[src/rtl/l_transform_sequencer_if.sv]
// rtl/l_transform_sequencer_if.sv - valid/ready block interface of the L-transform sequencer
interface l_transform_sequencer_if;
   logic         in_valid;
   logic         in_ready;
   logic [127:0] in_data;
   logic         out_valid;
   logic         out_ready;
   logic [127:0] out_data;
   logic         busy;

   modport master (
      output in_valid, in_data, out_ready,
      input  in_ready, out_valid, out_data, busy
   );

   modport slave (
      input  in_valid, in_data, out_ready,
      output in_ready, out_valid, out_data, busy
   );
endinterface

[src/rtl/l_transform_sequencer.sv]
// rtl/l_transform_sequencer.sv - Kuznyechik L = R^ROUNDS sequencer, MULS GF(2^8) multipliers per cycle
module l_transform_sequencer #(
   parameter int MULS   = 1,
   parameter int ROUNDS = 16
) (
   input  logic                   clk,
   input  logic                   rst_n,
   l_transform_sequencer_if.slave bus
);

   localparam int RW = $clog2(ROUNDS + 1);

   typedef enum logic [1:0] {ST_IDLE, ST_RUN, ST_DONE} state_t;

   state_t        state_q, state_d;
   logic [127:0]  work_q, work_d;
   logic [127:0]  out_data_q, out_data_d;
   logic [7:0]    acc_q, acc_d;
   logic [3:0]    j_q, j_d;
   logic [RW-1:0] r_q, r_d;
   logic          in_ready_q, in_ready_d;

   logic [7:0]    prod_x;
   logic [3:0]    idx;
   logic [7:0]    acc_next;
   logic [127:0]  step_work;

   // GF(2^8) multiply modulo x^8+x^7+x^6+x+1; x^8 folds back as 0xC3
   function automatic logic [7:0] gf_mul(input logic [7:0] a, input logic [7:0] b);
      logic [7:0] p;
      logic [7:0] x;
      p = 8'h00;
      x = a;
      for (int k = 0; k < 8; k++) begin
         if (b[k]) p = p ^ x;
         x = x[7] ? ({x[6:0], 1'b0} ^ 8'hC3) : {x[6:0], 1'b0};
      end
      return p;
   endfunction

   // Fixed R-step coefficient for byte a_i
   function automatic logic [7:0] coef(input logic [3:0] i);
      case (i)
         4'd15:   coef = 8'h94;
         4'd14:   coef = 8'h20;
         4'd13:   coef = 8'h85;
         4'd12:   coef = 8'h10;
         4'd11:   coef = 8'hC2;
         4'd10:   coef = 8'hC0;
         4'd9:    coef = 8'h01;
         4'd8:    coef = 8'hFB;
         4'd7:    coef = 8'h01;
         4'd6:    coef = 8'hC0;
         4'd5:    coef = 8'hC2;
         4'd4:    coef = 8'h10;
         4'd3:    coef = 8'h85;
         4'd2:    coef = 8'h20;
         4'd1:    coef = 8'h94;
         default: coef = 8'h01;
      endcase
   endfunction

   // Fold this cycle's MULS bytes, walking from a15 downwards as j advances
   always_comb begin
      prod_x = 8'h00;
      idx    = 4'd0;
      for (int m = 0; m < MULS; m++) begin
         idx    = 4'd15 - j_q - 4'(m);
         prod_x = prod_x ^ gf_mul(coef(idx), work_q[{idx, 3'b000} +: 8]);
      end
   end

   // Next-state logic: accept in IDLE, fold and shift in RUN, hold result in DONE
   always_comb begin
      state_d    = state_q;
      work_d     = work_q;
      out_data_d = out_data_q;
      acc_d      = acc_q;
      j_d        = j_q;
      r_d        = r_q;
      acc_next   = acc_q ^ prod_x;
      step_work  = {acc_next, work_q[127:8]};

      case (state_q)
         ST_IDLE: begin
            if (bus.in_valid && in_ready_q) begin
               work_d  = bus.in_data;
               acc_d   = 8'h00;
               j_d     = 4'd0;
               r_d     = '0;
               state_d = ST_RUN;
            end
         end
         ST_RUN: begin
            acc_d = acc_next;
            j_d   = j_q + 4'(MULS);
            // j wrapping means all 16 bytes are folded: shift the new byte in
            if (j_d == 4'd0) begin
               work_d = step_work;
               acc_d  = 8'h00;
               r_d    = r_q + RW'(1);
               if (r_d == RW'(ROUNDS)) begin
                  out_data_d = step_work;
                  state_d    = ST_DONE;
               end
            end
         end
         ST_DONE: begin
            if (bus.out_ready) state_d = ST_IDLE;
         end
         default: state_d = ST_IDLE;
      endcase

      // Registered so in_ready stays low while reset is held and rises after release
      in_ready_d = (state_d == ST_IDLE);
   end

   // State and datapath registers; reset discards any partial result
   always_ff @(posedge clk or negedge rst_n) begin
      if (!rst_n) begin
         state_q    <= ST_IDLE;
         work_q     <= '0;
         out_data_q <= '0;
         acc_q      <= 8'h00;
         j_q        <= 4'd0;
         r_q        <= '0;
         in_ready_q <= 1'b0;
      end else begin
         state_q    <= state_d;
         work_q     <= work_d;
         out_data_q <= out_data_d;
         acc_q      <= acc_d;
         j_q        <= j_d;
         r_q        <= r_d;
         in_ready_q <= in_ready_d;
      end
   end

   assign bus.in_ready  = in_ready_q;
   assign bus.out_valid = (state_q == ST_DONE);
   assign bus.busy      = (state_q == ST_RUN);
   assign bus.out_data  = out_data_q;

endmodule

[src/flat_wrapper.sv]
// flat-port wrapper written by rule: the top's interface ports become plain ports
module l_transform_sequencer_flat 
#(
   parameter int MULS   = 1,
   parameter int ROUNDS = 16
)
  (clk, rst_n, bus_in_valid, bus_in_data, bus_out_ready, bus_in_ready, bus_out_valid, bus_out_data, bus_busy);
  l_transform_sequencer_if bus_i ();
  input  logic clk;
  input  logic rst_n;
  input wire logic [$bits(bus_i.in_valid)-1:0] bus_in_valid;
  input wire logic [$bits(bus_i.in_data)-1:0] bus_in_data;
  input wire logic [$bits(bus_i.out_ready)-1:0] bus_out_ready;
  output wire logic [$bits(bus_i.in_ready)-1:0] bus_in_ready;
  output wire logic [$bits(bus_i.out_valid)-1:0] bus_out_valid;
  output wire logic [$bits(bus_i.out_data)-1:0] bus_out_data;
  output wire logic [$bits(bus_i.busy)-1:0] bus_busy;
  assign bus_i.in_valid = bus_in_valid;
  assign bus_i.in_data = bus_in_data;
  assign bus_i.out_ready = bus_out_ready;
  assign bus_in_ready = bus_i.in_ready;
  assign bus_out_valid = bus_i.out_valid;
  assign bus_out_data = bus_i.out_data;
  assign bus_busy = bus_i.busy;
  l_transform_sequencer #(.MULS(MULS), .ROUNDS(ROUNDS)) u_core (.clk(clk), .rst_n(rst_n), .bus(bus_i));
endmodule
[config.mk]
export PLATFORM = sky130hd
export DESIGN_NAME = l_transform_sequencer_flat
export DESIGN_NICKNAME = d
export VERILOG_FILES = /design/src/rtl/l_transform_sequencer_if.sv /design/src/rtl/l_transform_sequencer.sv /design/src/flat_wrapper.sv
export SDC_FILE = /design/constraint.sdc
export NUM_CORES = 1
export LEC_CHECK = 0
export BUFFER_PORTS_ARGS = -buffer_cell sky130_fd_sc_hd__buf_4
export CAP_MARGIN = 20
export CORE_AREA = 2 2 156 158
export CTS_BUF_LIST = sky130_fd_sc_hd__clkbuf_8
export CTS_CLUSTER_SIZE = 20
export DETAILED_ROUTE_END_ITERATION = 10
export DIE_AREA = 0 0 158 160
export GPL_TIMING_DRIVEN = 0
export PLACE_DENSITY = 0.95
export SLEW_MARGIN = 20
export SYNTH_ARGS = -nofsm -noshare
export SYNTH_HDL_FRONTEND = slang
export SYNTH_SLANG_ARGS = --single-unit
[constraint.sdc]
create_clock -name clk -period 10.8 [get_ports clk]
set_clock_uncertainty 0.2 [all_clocks]
set_input_delay 3.24 -clock clk [delete_from_list [all_inputs] [get_ports clk]]
set_output_delay 3.24 -clock clk [all_outputs]
set_load 0.02 [all_outputs]
==> results.txt <==
Outcome -> complete, no violations
Hold Path Origin -> u_core.bus.out_data[122]
Vias post-DR -> 13,600
Synth Instances -> 1,609
Final WS setup -> 4.86 ns
Final Instance Count excl. Fillers -> 2,275
Cells after DPL -> 2,197
Cell row count -> 57
Share of cells above drive strength 1 -> 20.8%
Worst skew pair latency -> 0.56 ns
Worst-path cell chain -> nand2b_1 > inv_1 > clkbuf_1 > clkbuf_1 > buf_4
Post-synth cell types -> 58
Post-route DRC -> 0
Synth Cell Area -> 13,900 sq um
Slowest stage delay, CP -> 0.56 ns
Sequential share of the synthesized area -> 49.8%
Setup WS pre-CTS -> 5.42 ns
Worst-Margin Slew -> 1.23 ns
Number of antenna violations at the first check in global routing -> 0
Worst min path class -> reg -> reg
WP data arrival -> 2.50 ns
Slew headroom -> 17.7%
N_diodes -> 0
Setup violators final -> 0
Static Leakage -> 8.72 nW
Die X -> 158 um
Pwr Total -> 6.39 mW
Clock tree sinks -> 276
WL final -> 46.0 mm
First-pass GRT wire length -> 71.8 mm
Final nets -> 2,059
Crit path launch -> u_core.state_q[1]
Vias per cell -> 5.96
CTS resizes -> 0
Pin count of the biggest net entering global routing -> 106
Clock Path Buffers -> 3
Fill count -> 1,760
Die area -> 25,300 sq um
Reg2reg start -> u_core.j_q[1]
Worst setup SP type -> flop
TritonCTS clock tree -> built
Grt ovf -> 0
Layout Utilization -> 72.2%
Final Hold Vio Count -> 0
Pwr Density -> 372 nW/um^2
Crit Path Class -> reg -> out
Yosys warnings -> 0
Asr flop ratio synth -> 100%
Vias in the first global route -> 13,200
Hold-fix buffers at CTS -> 0
Post-CTS setup buffers -> 0
Core area -> 23,800 sq um
Design Area, Final -> 17,200 sq um
Worst-case vdd ir drop -> 0.360 mV
I/O pin cnt -> 263
Mean post-synth cell area -> 8.62 sq um
Drt first pass iters -> 6
Yosys reg bits -> 276
Number of synthesized flops with an enable pin -> 0
GRT Util Overall -> 36.8%
DP Area -> 16,300 sq um
Starting Density -> 58.2%
WL/cell -> 20.2 um
Final HPWL DP -> 33.5 mm
Total negative slack -> 0 ns
Area grow syn2layout -> 23.9%
Clock H-tree levels -> 2
Fmax -> 0.168 GHz
Min Hold Slack -> 0.278 ns
Critical Path RT -> 7.36 ns
RSZ-0062 raised after global routing -> no
CTS Buf Count -> 44
Clk root buf -> clkbuf_8
Final ANT Viol Nets -> 0
CP Max Fanout -> 10
Die Height -> 160 um
GPL Wtd Cong -> 0.974
Prevailing post-synth register cell -> dfrtp_1
Synthesized Nets -> 1,749
CP max stage cell -> clkbuf_1
DRT iter0 DRCs -> 1,634
Tcrit/Tclk final -> 55.0%
Pins Over Slew Limit -> 0
Clock-pin slew on the worst setup and hold paths -> 0.06 ns
Most used cell along the critical path -> clkbuf_1
CP Capture Type -> output pin
Port bufs -> 262
Max cap viols -> 0
Min Tclk post-route -> 5.94 ns
cells in the mapped netlist, types with 4 or more instances:
library cell / number / share of area, %
a21oi_1: 16 / 0.58
a22o_1: 5 / 0.32
a31oi_1: 121 / 5.5
buf_1: 11 / 0.30
buf_2: 23 / 0.83
buf_6: 6 / 0.49
clkbuf_1: 66 / 1.8
dfrtp_1: 276 / 50
ha_1: 8 / 0.72
inv_1: 8 / 0.22
mux2i_1: 27 / 1.9
mux4_2: 27 / 4.4
nand2_1: 661 / 18
nand2b_1: 10 / 0.45
nand3_1: 11 / 0.40
nor2_1: 152 / 4.1
nor2b_1: 4 / 0.18
nor3_1: 7 / 0.25
o21ai_0: 24 / 0.87
o21ai_1: 4 / 0.14
o221ai_1: 7 / 0.44
o22ai_1: 17 / 0.77
xnor2_1: 46 / 2.9
xnor3_1: 4 / 0.65
xor2_1: 11 / 0.69
logic make-up after synthesis:
group                      after synthesis  synth area share [%]
muxes                                   56                  6.50
and+or+nand+nor                        870                  24.6
buffers and inverters                  119                  3.83
DFF                                    276                  49.8
xor gates and xnor gates                63                  4.54
adders and majority gates                8                 0.722
AOI/OAI and AO/OA                      217                  10.0
per-layer routing:
layer,GRT usage [%],up-vias,share of wire (%)
li1,-,5952,-
met1,50.8,6474,38
met2,56.5,942,46
met3,6.84,195,10
met4,18.1,0,5.2
met5,0,-,0
power breakdown:
part           internal [mW]  switching (mW)
clock                  0.478           0.426
combinational           1.66            2.13
sequential              1.33           0.366
total                   3.47            2.92
path summary, 6_finish.rpt:
kind,endpoint,slack [ns],cells past startpoint
worst max-delay path,bus_busy,4.86,5
worst min-delay path,u_core.bus.out_data[122],0.28,2
worst max register to register,u_core.bus.out_data[127],5.43,14
min in group asynchronous,u_core.bus.out_data[88],2.48,1
worst min register to register,u_core.bus.out_data[122],0.28,2
max in group asynchronous,u_core.bus.out_data[7],6.96,2
worst max-delay path: cells and delay by family, from the launching register on:
family	cells	cell delay, ns
buffers and inverters	4	1.35
DFF	1	0.39
and+or+nand+nor	1	0.20
layout make-up:
type	count	area (sq um)	area share, %
Buffer	109	494	2.88
Clock buffer	54	743	4.32
Clock inverter	24	140	0.815
Inverter	10	37.5	0.218
Multi-Input combinational cell	1214	6430	37.4
Sequential cell	276	6910	40.2
Tap cell	324	405	2.36
Timing Repair Buffer	264	2030	11.8
registers in the layout, summed over array words and instances, names as in the netlist:
signal	count
u_core.state_q	2
u_core.bus.in_ready	1
u_core.work_q	128
u_core.r_q	5
u_core.acc_q	8
u_core.j_q	4
u_core.bus.out_data	128
layout by cell type, fill, tap and decap left out, types with 27 or more instances in the layout:
master    count
clkbuf_1     66
nor2_1      152
dfrtp_1     276
clkbuf_8     54
mux2i_1      27
xnor2_1      46
mux4_2       27
buf_4       264
nand2_1     661
a31oi_1     121
(Power assumes the default switching activity.)
